[config.mk]
export PLATFORM = sky130hd
export DESIGN_NAME = dualport_ram_sync
export DESIGN_NICKNAME = d
export VERILOG_FILES = /design/src/rtl/dualport_ram_pkg.sv /design/src/rtl/dpram_init_ctrl.sv /design/src/rtl/dualport_ram_sync.sv
export SDC_FILE = /design/constraint.sdc
export NUM_CORES = 1
export LEC_CHECK = 0
export ABC_AREA = 0
export BUFFER_PORTS_ARGS = -buffer_cell sky130_fd_sc_hd__clkbuf_2
export CORE_ASPECT_RATIO = 0.8
export CORE_MARGIN = 3
export CORE_UTILIZATION = 55
export CTS_CLUSTER_SIZE = 8
export DETAILED_ROUTE_END_ITERATION = 12
export PLACE_DENSITY = 0.81
export SLEW_MARGIN = 10
export SYNTH_ARGS = -nofsm -noshare
export SYNTH_HDL_FRONTEND = slang
export SYNTH_HIERARCHICAL = 1
export SYNTH_SLANG_ARGS = --single-unit
export TNS_END_PERCENT = 10
[constraint.sdc]
create_clock -name clk -period 2.35 [get_ports clk]
set_clock_uncertainty 0.2 [all_clocks]
set_input_delay 0.3525 -clock clk [delete_from_list [all_inputs] [get_ports clk]]
set_output_delay 0.3525 -clock clk [all_outputs]
set_load 0.02 [all_outputs]
[src/rtl/dualport_ram_pkg.sv]
// Shared types and helpers for the simple dual-port RAM: FSM states,
// read-during-write mode constants and the per-lane parity function.
package dualport_ram_pkg;

    typedef enum logic {
        ST_INIT  = 1'b0,
        ST_READY = 1'b1
    } ram_state_e;

    localparam int RDW_READ_OLD   = 0;
    localparam int RDW_WRITE_THRU = 1;

    // Lanes are zero-extended to 64 bits by the caller; padding zeros leave the XOR unchanged.
    function automatic logic lane_parity(input logic [63:0] lane);
        return ^lane;
    endfunction

endpackage

[src/rtl/dpram_init_ctrl.sv]
// INIT/READY sequencer: zero-fills the array after reset, then hands the
// write port and read acceptance over to the user requests.
module dpram_init_ctrl
    import dualport_ram_pkg::*;
#(
    parameter int ADDR_WIDTH = 4,
    parameter int DATA_WIDTH = 32,
    parameter int NB         = 4
) (
    input  logic                  clk,
    input  logic                  rst_n,
    input  logic                  wr_en,
    input  logic [ADDR_WIDTH-1:0] wr_addr,
    input  logic [NB-1:0]         wr_be,
    input  logic [DATA_WIDTH-1:0] wr_data,
    input  logic                  rd_en,
    output logic                  init_busy,
    output logic                  mem_we,
    output logic [ADDR_WIDTH-1:0] mem_addr,
    output logic [NB-1:0]         mem_be,
    output logic [DATA_WIDTH-1:0] mem_wdata,
    output logic                  rd_accept
);

    ram_state_e            state_reg, state_next;
    logic [ADDR_WIDTH-1:0] init_addr_reg, init_addr_next;

    always_ff @(posedge clk) begin
        if (!rst_n) begin
            state_reg     <= ST_INIT;
            init_addr_reg <= '0;
        end else begin
            state_reg     <= state_next;
            init_addr_reg <= init_addr_next;
        end
    end

    always_comb begin
        state_next     = state_reg;
        init_addr_next = init_addr_reg;
        init_busy      = 1'b0;
        mem_we         = 1'b0;
        mem_addr       = wr_addr;
        mem_be         = wr_be;
        mem_wdata      = wr_data;
        rd_accept      = 1'b0;
        case (state_reg)
            ST_INIT: begin
                init_busy      = 1'b1;
                mem_we         = rst_n;
                mem_addr       = init_addr_reg;
                mem_be         = '1;
                mem_wdata      = '0;
                init_addr_next = init_addr_reg + ADDR_WIDTH'(1);
                if (init_addr_reg == {ADDR_WIDTH{1'b1}})
                    state_next = ST_READY;
            end
            ST_READY: begin
                // A held-low reset must not let user traffic reach the array.
                mem_we    = rst_n & wr_en & (|wr_be);
                rd_accept = rst_n & rd_en;
            end
            default: state_next = ST_INIT;
        endcase
    end

endmodule

[src/rtl/dualport_ram_sync.sv]
// Single-clock simple dual-port RAM with byte enables, 1- or 2-cycle read
// pipeline and post-reset zero fill. Optional per-lane parity: RAM_PARITY_EN.
module dualport_ram_sync
    import dualport_ram_pkg::*;
#(
    parameter int DATA_WIDTH = 32,
    parameter int ADDR_WIDTH = 4,
    parameter int BYTE_WIDTH = 8,
    parameter int RD_LATENCY = 1,
    parameter int RDW_MODE   = RDW_READ_OLD
) (
    input  logic                             clk,
    input  logic                             rst_n,
    input  logic                             wr_en,
    input  logic [ADDR_WIDTH-1:0]            wr_addr,
    input  logic [DATA_WIDTH/BYTE_WIDTH-1:0] wr_be,
    input  logic [DATA_WIDTH-1:0]            wr_data,
    input  logic                             rd_en,
    input  logic [ADDR_WIDTH-1:0]            rd_addr,
    output logic [DATA_WIDTH-1:0]            rd_data,
    output logic                             rd_valid,
    output logic                             init_busy,
    output logic                             par_err
);

    localparam int NB    = DATA_WIDTH / BYTE_WIDTH;
    localparam int DEPTH = 1 << ADDR_WIDTH;

    generate
        if (RD_LATENCY != 1 && RD_LATENCY != 2) begin : g_bad_latency
            $error("dualport_ram_sync: RD_LATENCY must be 1 or 2");
        end
        if ((DATA_WIDTH % BYTE_WIDTH) != 0 || BYTE_WIDTH > 64) begin : g_bad_width
            $error("dualport_ram_sync: DATA_WIDTH must be a multiple of BYTE_WIDTH (<= 64)");
        end
    endgenerate

    logic                  mem_we;
    logic [ADDR_WIDTH-1:0] mem_addr;
    logic [NB-1:0]         mem_be;
    logic [DATA_WIDTH-1:0] mem_wdata;
    logic                  rd_accept;

    dpram_init_ctrl #(
        .ADDR_WIDTH (ADDR_WIDTH),
        .DATA_WIDTH (DATA_WIDTH),
        .NB         (NB)
    ) u_init_ctrl (
        .clk       (clk),
        .rst_n     (rst_n),
        .wr_en     (wr_en),
        .wr_addr   (wr_addr),
        .wr_be     (wr_be),
        .wr_data   (wr_data),
        .rd_en     (rd_en),
        .init_busy (init_busy),
        .mem_we    (mem_we),
        .mem_addr  (mem_addr),
        .mem_be    (mem_be),
        .mem_wdata (mem_wdata),
        .rd_accept (rd_accept)
    );

    logic [DATA_WIDTH-1:0] mem [DEPTH];

    always_ff @(posedge clk) begin
        if (mem_we) begin
            for (int b = 0; b < NB; b++) begin
                if (mem_be[b])
                    mem[mem_addr][b*BYTE_WIDTH +: BYTE_WIDTH] <= mem_wdata[b*BYTE_WIDTH +: BYTE_WIDTH];
            end
        end
    end

    // Lanes forwarded from the write port on a same-address collision (write-through only).
    logic                  same_addr;
    logic [NB-1:0]         fwd_lane;
    logic [DATA_WIDTH-1:0] rd_word;
    logic                  rd_perr;

    assign same_addr = mem_we && (mem_addr == rd_addr);

    generate
        for (genvar gi = 0; gi < NB; gi++) begin : g_rd_lane
            assign fwd_lane[gi] = (RDW_MODE == RDW_WRITE_THRU) && same_addr && mem_be[gi];
            assign rd_word[gi*BYTE_WIDTH +: BYTE_WIDTH] = fwd_lane[gi]
                ? mem_wdata[gi*BYTE_WIDTH +: BYTE_WIDTH]
                : mem[rd_addr][gi*BYTE_WIDTH +: BYTE_WIDTH];
        end
    endgenerate

`ifdef RAM_PARITY_EN
    logic [NB-1:0] par_mem [DEPTH];
    logic [NB-1:0] wr_par, rd_par_stored, rd_par_calc;

    generate
        for (genvar gi = 0; gi < NB; gi++) begin : g_par_lane
            assign wr_par[gi]        = lane_parity(64'(mem_wdata[gi*BYTE_WIDTH +: BYTE_WIDTH]));
            assign rd_par_stored[gi] = fwd_lane[gi] ? wr_par[gi] : par_mem[rd_addr][gi];
            assign rd_par_calc[gi]   = lane_parity(64'(rd_word[gi*BYTE_WIDTH +: BYTE_WIDTH]));
        end
    endgenerate

    always_ff @(posedge clk) begin
        if (mem_we) begin
            for (int b = 0; b < NB; b++) begin
                if (mem_be[b])
                    par_mem[mem_addr][b] <= wr_par[b];
            end
        end
    end

    assign rd_perr = |(rd_par_stored ^ rd_par_calc);
`else
    assign rd_perr = 1'b0;
`endif

    logic [RD_LATENCY-1:0] valid_reg;
    logic [RD_LATENCY-1:0] perr_reg;
    logic [DATA_WIDTH-1:0] data_reg [RD_LATENCY];

    // Data stages only advance with a valid beat so rd_data holds between reads.
    always_ff @(posedge clk) begin
        if (!rst_n) begin
            valid_reg <= '0;
            perr_reg  <= '0;
            for (int s = 0; s < RD_LATENCY; s++)
                data_reg[s] <= '0;
        end else begin
            valid_reg[0] <= rd_accept;
            if (rd_accept) begin
                data_reg[0] <= rd_word;
                perr_reg[0] <= rd_perr;
            end
            for (int s = 1; s < RD_LATENCY; s++) begin
                valid_reg[s] <= valid_reg[s-1];
                if (valid_reg[s-1]) begin
                    data_reg[s] <= data_reg[s-1];
                    perr_reg[s] <= perr_reg[s-1];
                end
            end
        end
    end

    assign rd_valid = valid_reg[RD_LATENCY-1];
    assign rd_data  = data_reg[RD_LATENCY-1];
    assign par_err  = rd_valid & perr_reg[RD_LATENCY-1];

endmodule

==> metrics.log, run 1 <==
[metrics] highest fanout seen on the critical path: 7
[metrics] wire length of the first global-routing pass: 77,700 um
[metrics] share of layout cells above drive strength 1: 0.239
[metrics] status: finished with violations
[metrics] number of remaining DRC errors: 0
[metrics] count of fill cells added during filler insertion: 2,460
[metrics] via count of the first global-routing pass: 12,700
[metrics] required time reported for the critical path endpoint: 2.44 ns
[metrics] drt first-iter violations: 1,453
[metrics] Critical Path, Cell by Cell: mux2_2 -> nor2_2 -> nand3_1 -> buf_4 -> buf_4 -> nor2_1 -> buf_4
[metrics] fraction of power spent switching nets: 0.205
[metrics] aggregate routed wire length: 51,700 um
[metrics] maximum number of pins on one net before global-route repair: 65
[metrics] top_reg_cell synth: edfxtp_1
[metrics] CP max stage delay: 0.40 ns
[metrics] number of antenna-violating nets in the routed design: 0
[metrics] RSZ-0062 raised after global routing: yes
[metrics] synthesized area per cell: 17.4 sq um
[metrics] Peak Freq: 418 MHz
[metrics] instance count of the mapped netlist: 1,259
[metrics] setup_tns: -0.776 ns
[metrics] capturing element type of the critical path: flip-flop
[metrics] FP Rows: 64
[metrics] sequential-to-total area share from yosys stat: 0.752
[metrics] synth-to-layout area growth: 19.1%
[metrics] number of flops mapped to enable cells by yosys: 544
[metrics] slack of the critical path: -0.0439 ns
[metrics] initial core utilization: 0.565
[metrics] Hold Worst Slack: 0.123 ns
[metrics] total setup violations reported at the end of the flow: 32
[metrics] initial antenna violation count: 0
[metrics] Worst Path Buf+Inv: 3
[metrics] die extent in x: 229 um
[metrics] Detail Placement HPWL: 31,300 um
[metrics] power share of the clock group: 0.458
[metrics] insertion delay of the later-clocked pin in the worst-skew pair: 0.58 ns
[metrics] average detailed-routed wire length per instance: 25.5 um
[metrics] endpoints failing hold: 0
[metrics] category of the worst setup path launch point: flip-flop
[metrics] critical path data arrival time: 2.48 ns
[metrics] number of vias after detailed routing: 12,500
[metrics] maximum count of clock buffers along a single path: 3
[metrics] Tightest Hold Check Type: input pin to flip-flop
[metrics] area of the core region: 38,800 sq um
[metrics] y dimension of the die: 184 um
[metrics] number of H-tree levels: 3
[metrics] Worst Tran Pin Value: 0.689 ns
[metrics] number of nets in the layout: 1,524
[metrics] fraction of registers with async set or reset after synthesis: 0
[metrics] flip-flop and latch count after synthesis: 550
[metrics] Layout Cells excl Fill: 2,033
[metrics] count of port buffers added during placement: 81
[metrics] Psw: 4.49 mW
[metrics] ratio of routed vias to standard cells: 6.13
[metrics] Max Cap Viol: 0
[metrics] total iterations of the first detailed-routing run: 5
[metrics] topmost layer with routed signal wires: met4
[metrics] area taken by multi-input logic gates: 5110 sq um
[metrics] YS warnings: 6
[metrics] floorplan die area: 42,300 sq um
[metrics] cell internal pwr: 17.4 mW
[metrics] Power Total: 21.9 mW
[metrics] Sequential Area: 16,500 sq um
[metrics] time the worst path needs with I/O delays and setup: 2.39 ns
[metrics] buffer type at the clock tree root: clkbuf_16
[metrics] syn_nets: 1,308
[metrics] Max Transition Viols Final: 0
[metrics] post-CTS clock slew at the launch and capture registers of the worst setup and hold paths: 0.05 ns
[metrics] routed length on met2: 24,700 um
[metrics] final RePlAce weighted congestion: 0.868
[metrics] count of distinct cell types in the synthesized netlist: 32
[metrics] CTS tree: done
[metrics] worst-case headroom to the max-slew limit: 0.535
[metrics] Worst Setup Path Type: flip-flop to flip-flop
[metrics] Final Cycle Share: 1.02
[metrics] share of total power in sequential cells: 0.496
[metrics] number of buffers created by CTS: 78
[metrics] # placed instances: 1,920
[metrics] overall overflow remaining after global route: 0
[metrics] Max IR drop VDD: 0.560 mV
[metrics] cell repeated most along the worst path: buf_4
[metrics] CTS sink cnt: 550
[metrics] met3 WL: 4690 um
[metrics] all-layer global routing usage: 0.244
[metrics] Pleak: 9.42 nW
[metrics] crit path max-delay cell type: dfxtp_4
[metrics] proportion of power drawn by combinational gates: 0.046
[metrics] cell family contributing the most delay on the critical path: simple AND/OR/NAND/NOR gates
[metrics] area of the mapped netlist: 21,900 sq um
[metrics] flip-flop count of the largest register, all copies and words added: 512
[metrics] diode count: 0
[metrics] violated checks: negative setup slack
[metrics] metal1 wirelength: 20,800 um
[metrics] Cell Pwr Density: 839 nW/um^2
[metrics] IO Count: 83
-- power groups by stage --
stage / registers, mW / clock network, mW / logic, mW
final: 10.8 / 10.0 / 1.00
after global routing: 10.8 / 10.6 / 1.06
after CTS: 10.8 / 10.1 / 0.974
after detailed placement: 11.0 / 0 / 0.927
after global placement: 11.0 / 0 / 0.905
after floorplan: 11.0 / 0 / 0.584
-- synthesized netlist by cell type, types with 6 or more instances --
cell,count,area [sq um]
clkbuf_1,9,33.8
buf_6,16,180
nor2b_1,7,43.8
buf_2,28,140
and2_1,37,231
dfxtp_1,6,120
nand3_1,71,355
edfxtp_1,544,16300
nand2_1,45,169
a22oi_1,128,961
buf_12,11,220
nor2_1,66,248
mux2i_1,257,2570
nand2b_1,6,37.5
-- stage by stage --
step	worst slack, ns	cell area [sq um]	utilization
floorplan	0.0829	21900	-
global placement	-0.258	23500	0.607
detailed placement	-0.409	23500	0.607
CTS	-0.144	26000	0.670
global route	-0.0823	26100	0.673
finish	-0.0439	26100	0.673
-- layer usage --
layer  vias up  global-route usage
li1       5362                   -
met1      6215               0.344
met2       758               0.390
met3       122              0.0456
met4         0              0.0868
met5         -                   0
-- worst min-delay path, delay by kind of cell --
family | cells | cell delay (ns)
buffers and inverters | 2 | 0.29
and+or+nand+nor | 1 | 0.11
-- cell families after synthesis --
family | synth area share
adder cells (fa/ha/maj) | 0.000571
AND/OR/NAND/NOR | 0.0521
multiplexers | 0.120
AO/OA/AOI/OAI | 0.0450
XOR/XNOR | 0.00120
other | 0.000171
flip-flops | 0.752
buffers and inverters | 0.0297
-- timing repair --
action	in CTS	in global routing
hold endpoints to repair	5	0
hold buffers	1	0
gates resized for setup	63	29
pin swaps	2	0
endpoints found under the setup margin	454	442
buffers inserted	2	0
-- layout by cell type, fill, tap and decap left out, types with 2 or more instances in the layout --
master and count:
a22oi_1 128, and2_1 36, and3_1 2, buf_12 22
buf_4 100, buf_6 5, clkbuf_1 25, clkbuf_16 81
clkbuf_2 80, clkinv_8 2, dfxtp_1 5, edfxtp_1 544
mux2_2 2, mux2_4 2, mux2i_1 257, nand2_1 40
nand2_2 4, nand2b_1 5, nand3_1 68, nand3_2 3
nor2_1 20, nor2_2 21, nor2_4 26, nor2b_1 2
nor2b_4 4, xnor2_1 3
-- final timing paths --
path | from | to | slack [ns] | cells after the start
max | u_init_ctrl/state_reg$_SDFF_PN0_ | mem[12][26]$_DFFE_PP_ | -0.04 | 7
max reg2reg | u_init_ctrl/state_reg$_SDFF_PN0_ | mem[12][26]$_DFFE_PP_ | -0.04 | 7
min reg2reg | u_init_ctrl/init_addr_reg[2]$_SDFFE_PN0N_ | u_init_ctrl/state_reg$_SDFF_PN0_ | 0.45 | 3
min | wr_data[17] | mem[8][17]$_DFFE_PP_ | 0.12 | 3
-- area by class of cell --
| cell class | count | area share |
|---|---|---|
| Clock buffer | 106 | 0.0813 |
| Clock inverter | 4 | 0.00173 |
| Inverter | 1 | 0.000144 |
| Multi-Input combinational cell | 635 | 0.196 |
| Sequential cell | 550 | 0.631 |
| Tap cell | 528 | 0.0253 |
| Timing Repair Buffer | 209 | 0.0642 |
(Power assumes the default switching activity.)
==> inputs of run 2 (changes only) <==
==> constraint.sdc (replaced) <==
create_clock -name clk -period 2.35 [get_ports clk]
set_clock_uncertainty 0.2 [all_clocks]
set_input_delay 0.1175 -clock clk [delete_from_list [all_inputs] [get_ports clk]]
set_output_delay 0.1175 -clock clk [all_outputs]
set_load 0.02 [all_outputs]
==> run 2 against run 1 <==
Against the previous run:
- cell area down 1.1%
- cell count up 0.25%
- sequential cell count unchanged
- routed wire length down 2.8%
- critical endpoint is now mem[9][20]$_DFFE_PP_
- the flow now finishes without violations
- critical path depth down 2
- worst hold slack worse by 0.12 ns
- combinational power down 6%
- clock power about the same
- global-route usage down 0.76 points
- first-iteration DRC count up 7.0%
- critical path type unchanged
==> metrics.log, run 2 (synthesis gave the netlist of run 1 again) <==
[metrics] Power Total: 21.7 mW
[metrics] cell family contributing the most delay on the critical path: simple AND/OR/NAND/NOR gates
[metrics] setup bufs post-CTS: 0
[metrics] FP Rows: 64
[metrics] die extent in x: 229 um
[metrics] share of total power in sequential cells: 0.501
[metrics] endpoints failing hold: 0
[metrics] capturing element type of the critical path: flip-flop
[metrics] Layout Cell Area excl Fill: 25,800 sq um
[metrics] IO Count: 83
[metrics] initial antenna violation count: 0
[metrics] worst-case headroom to the max-slew limit: 0.544
[metrics] maximum number of pins on one net before global-route repair: 65
[metrics] number of nets in the layout: 1,538
[metrics] flip-flop count of the largest register, all copies and words added: 512
[metrics] area of the core region: 38,800 sq um
[metrics] area taken by multi-input logic gates: 4820 sq um
[metrics] ratio of routed vias to standard cells: 6.04
[metrics] average detailed-routed wire length per instance: 24.7 um
[metrics] insertion delay of the later-clocked pin in the worst-skew pair: 0.58 ns
[metrics] highest fanout seen on the critical path: 8
[metrics] Max Cap Viol: 0
[metrics] CTS tree: done
[metrics] RSZ-0062 raised after global routing: yes
[metrics] Hold Worst Slack: 0.00628 ns
[metrics] category of the worst setup path launch point: flip-flop
[metrics] Detail Placement HPWL: 29,300 um
[metrics] Worst Tran Pin Value: 0.684 ns
[metrics] Max Transition Viols Final: 0
[metrics] Sequential Area: 16,500 sq um
[metrics] count of port buffers added during placement: 81
[metrics] Peak Freq: 426 MHz
[metrics] CP max stage delay: 0.41 ns
[metrics] Post-DP Area: 23,400 sq um
[metrics] slack of the critical path: 0.00449 ns
[metrics] Pleak: 9.45 nW
[metrics] all-layer global routing usage: 0.237
[metrics] critical path data arrival time: 2.42 ns
[metrics] share of the core filled with cells in the final layout: 0.665
[metrics] Worst Setup Path Type: flip-flop to flip-flop
[metrics] Worst Path Buf+Inv: 1
[metrics] count of fill cells added during filler insertion: 2,519
[metrics] aggregate routed wire length: 50,300 um
[metrics] total setup violations reported at the end of the flow: 0
[metrics] most frequent cells in the layout: edfxtp_1 (544), mux2i_1 (257), a22oi_1 (128)
[metrics] time the worst path needs with I/O delays and setup: 2.35 ns
[metrics] maximum count of clock buffers along a single path: 3
[metrics] diode count: 0
[metrics] share of layout cells above drive strength 1: 0.197
[metrics] synth-to-layout area growth: 17.8%
[metrics] initial core utilization: 0.565
[metrics] drt first-iter violations: 1,554
[metrics] number of buffers created by CTS: 78
[metrics] floorplan die area: 42,300 sq um
[metrics] status: finished clean
[metrics] crit path max-delay cell type: mux2_2
[metrics] required time reported for the critical path endpoint: 2.42 ns
[metrics] Psw: 4.37 mW
[metrics] Cell Pwr Density: 841 nW/um^2
[metrics] proportion of power drawn by combinational gates: 0.043
[metrics] Tightest Hold Check Type: input pin to flip-flop
[metrics] placement-stage worst setup slack: 0.0265 ns
[metrics] final RePlAce weighted congestion: 0.822
[metrics] buffer type at the clock tree root: clkbuf_16
[metrics] Max IR drop VDD: 0.572 mV
[metrics] number of vias after detailed routing: 12,300
[metrics] Final Cycle Share: 0.998
[metrics] wire length of the first global-routing pass: 75,100 um
[metrics] most frequent standard cell in the layout excluding fill and tap cells: edfxtp_1
[metrics] number of remaining DRC errors: 0
[metrics] # placed instances: 1,914
[metrics] power share of the clock group: 0.456
[metrics] total iterations of the first detailed-routing run: 6
[metrics] Layout Cells excl Fill: 2,038
[metrics] number of antenna-violating nets in the routed design: 0
[metrics] via count of the first global-routing pass: 12,300
[metrics] number of H-tree levels: 3
[metrics] Critical Path, Cell by Cell: mux2_2 -> nor2b_1 -> nand2_1 -> nor2_1 -> buf_4
[metrics] fraction of power spent switching nets: 0.202
[metrics] overall overflow remaining after global route: 0
[metrics] y dimension of the die: 184 um
[metrics] CTS sink cnt: 550
[metrics] setup_tns: 0 ns
[metrics] post-CTS clock slew at the launch and capture registers of the worst setup and hold paths: 0.05 ns
[metrics] cell internal pwr: 17.3 mW
## run 2: cell types whose count changed in the layout (fill, tap and decap cells not counted), sizes merged
cell	before	now
dlygate4sd3	1	23
clkbuf	186	177
buf	128	120
## run 2: metal layers
metal / GRT usage / part of all wire / vias to the layer above / wire length [um]
met5: 0 / 0 / - / 0
met4: 0.0765 / 0.026 / 0 / 1330
met3: 0.0485 / 0.099 / 109 / 4990
met2: 0.374 / 0.47 / 731 / 23800
met1: 0.336 / 0.40 / 6092 / 20200
li1: - / - / 5384 / -
## run 2: layout make-up
cell class | instances | share of cell area
clock inverter | 4 | 0.00175
sequential | 550 | 0.638
inverter | 1 | 0.000146
multi-input combinational | 635 | 0.187
clock buffer | 97 | 0.0809
timing repair buffer | 223 | 0.0665
tap | 528 | 0.0256
## run 2: worst register-to-register path: cells and delay by family (launching register included)
kind | cells | cell delay (ns)
mux | 1 | 0.41
buf+inv | 1 | 0.21
simple gates | 3 | 0.82
flops | 1 | 0.39
## run 2: worst paths after layout
kind | depth (start not counted) | startpoint | slack [ns] | endpoint
min | 2 | wr_data[11] | 0.006 | mem[14][11]$_DFFE_PP_
max reg2reg | 5 | u_init_ctrl/state_reg$_SDFF_PN0_ | 0.004 | mem[9][20]$_DFFE_PP_
min reg2reg | 2 | u_init_ctrl/init_addr_reg[3]$_SDFFE_PN0N_ | 0.35 | u_init_ctrl/state_reg$_SDFF_PN0_
max | 5 | u_init_ctrl/state_reg$_SDFF_PN0_ | 0.004 | mem[9][20]$_DFFE_PP_
## run 2: repair_timing
action,CTS,global route
gates resized for setup,0,4
endpoints found under the setup margin,0,236
endpoints found under the hold margin,321,0
hold buffers,23,0
## run 2: power groups by stage
stage	combinational, mW	clock (mW)	sequential, mW
after global placement	0.869	0	11.0
after detailed placement	0.892	0	11.0
after global routing	0.992	10.4	10.9
after floorplan	0.584	0	11.0
final	0.942	9.88	10.9
after CTS	0.931	9.97	10.9
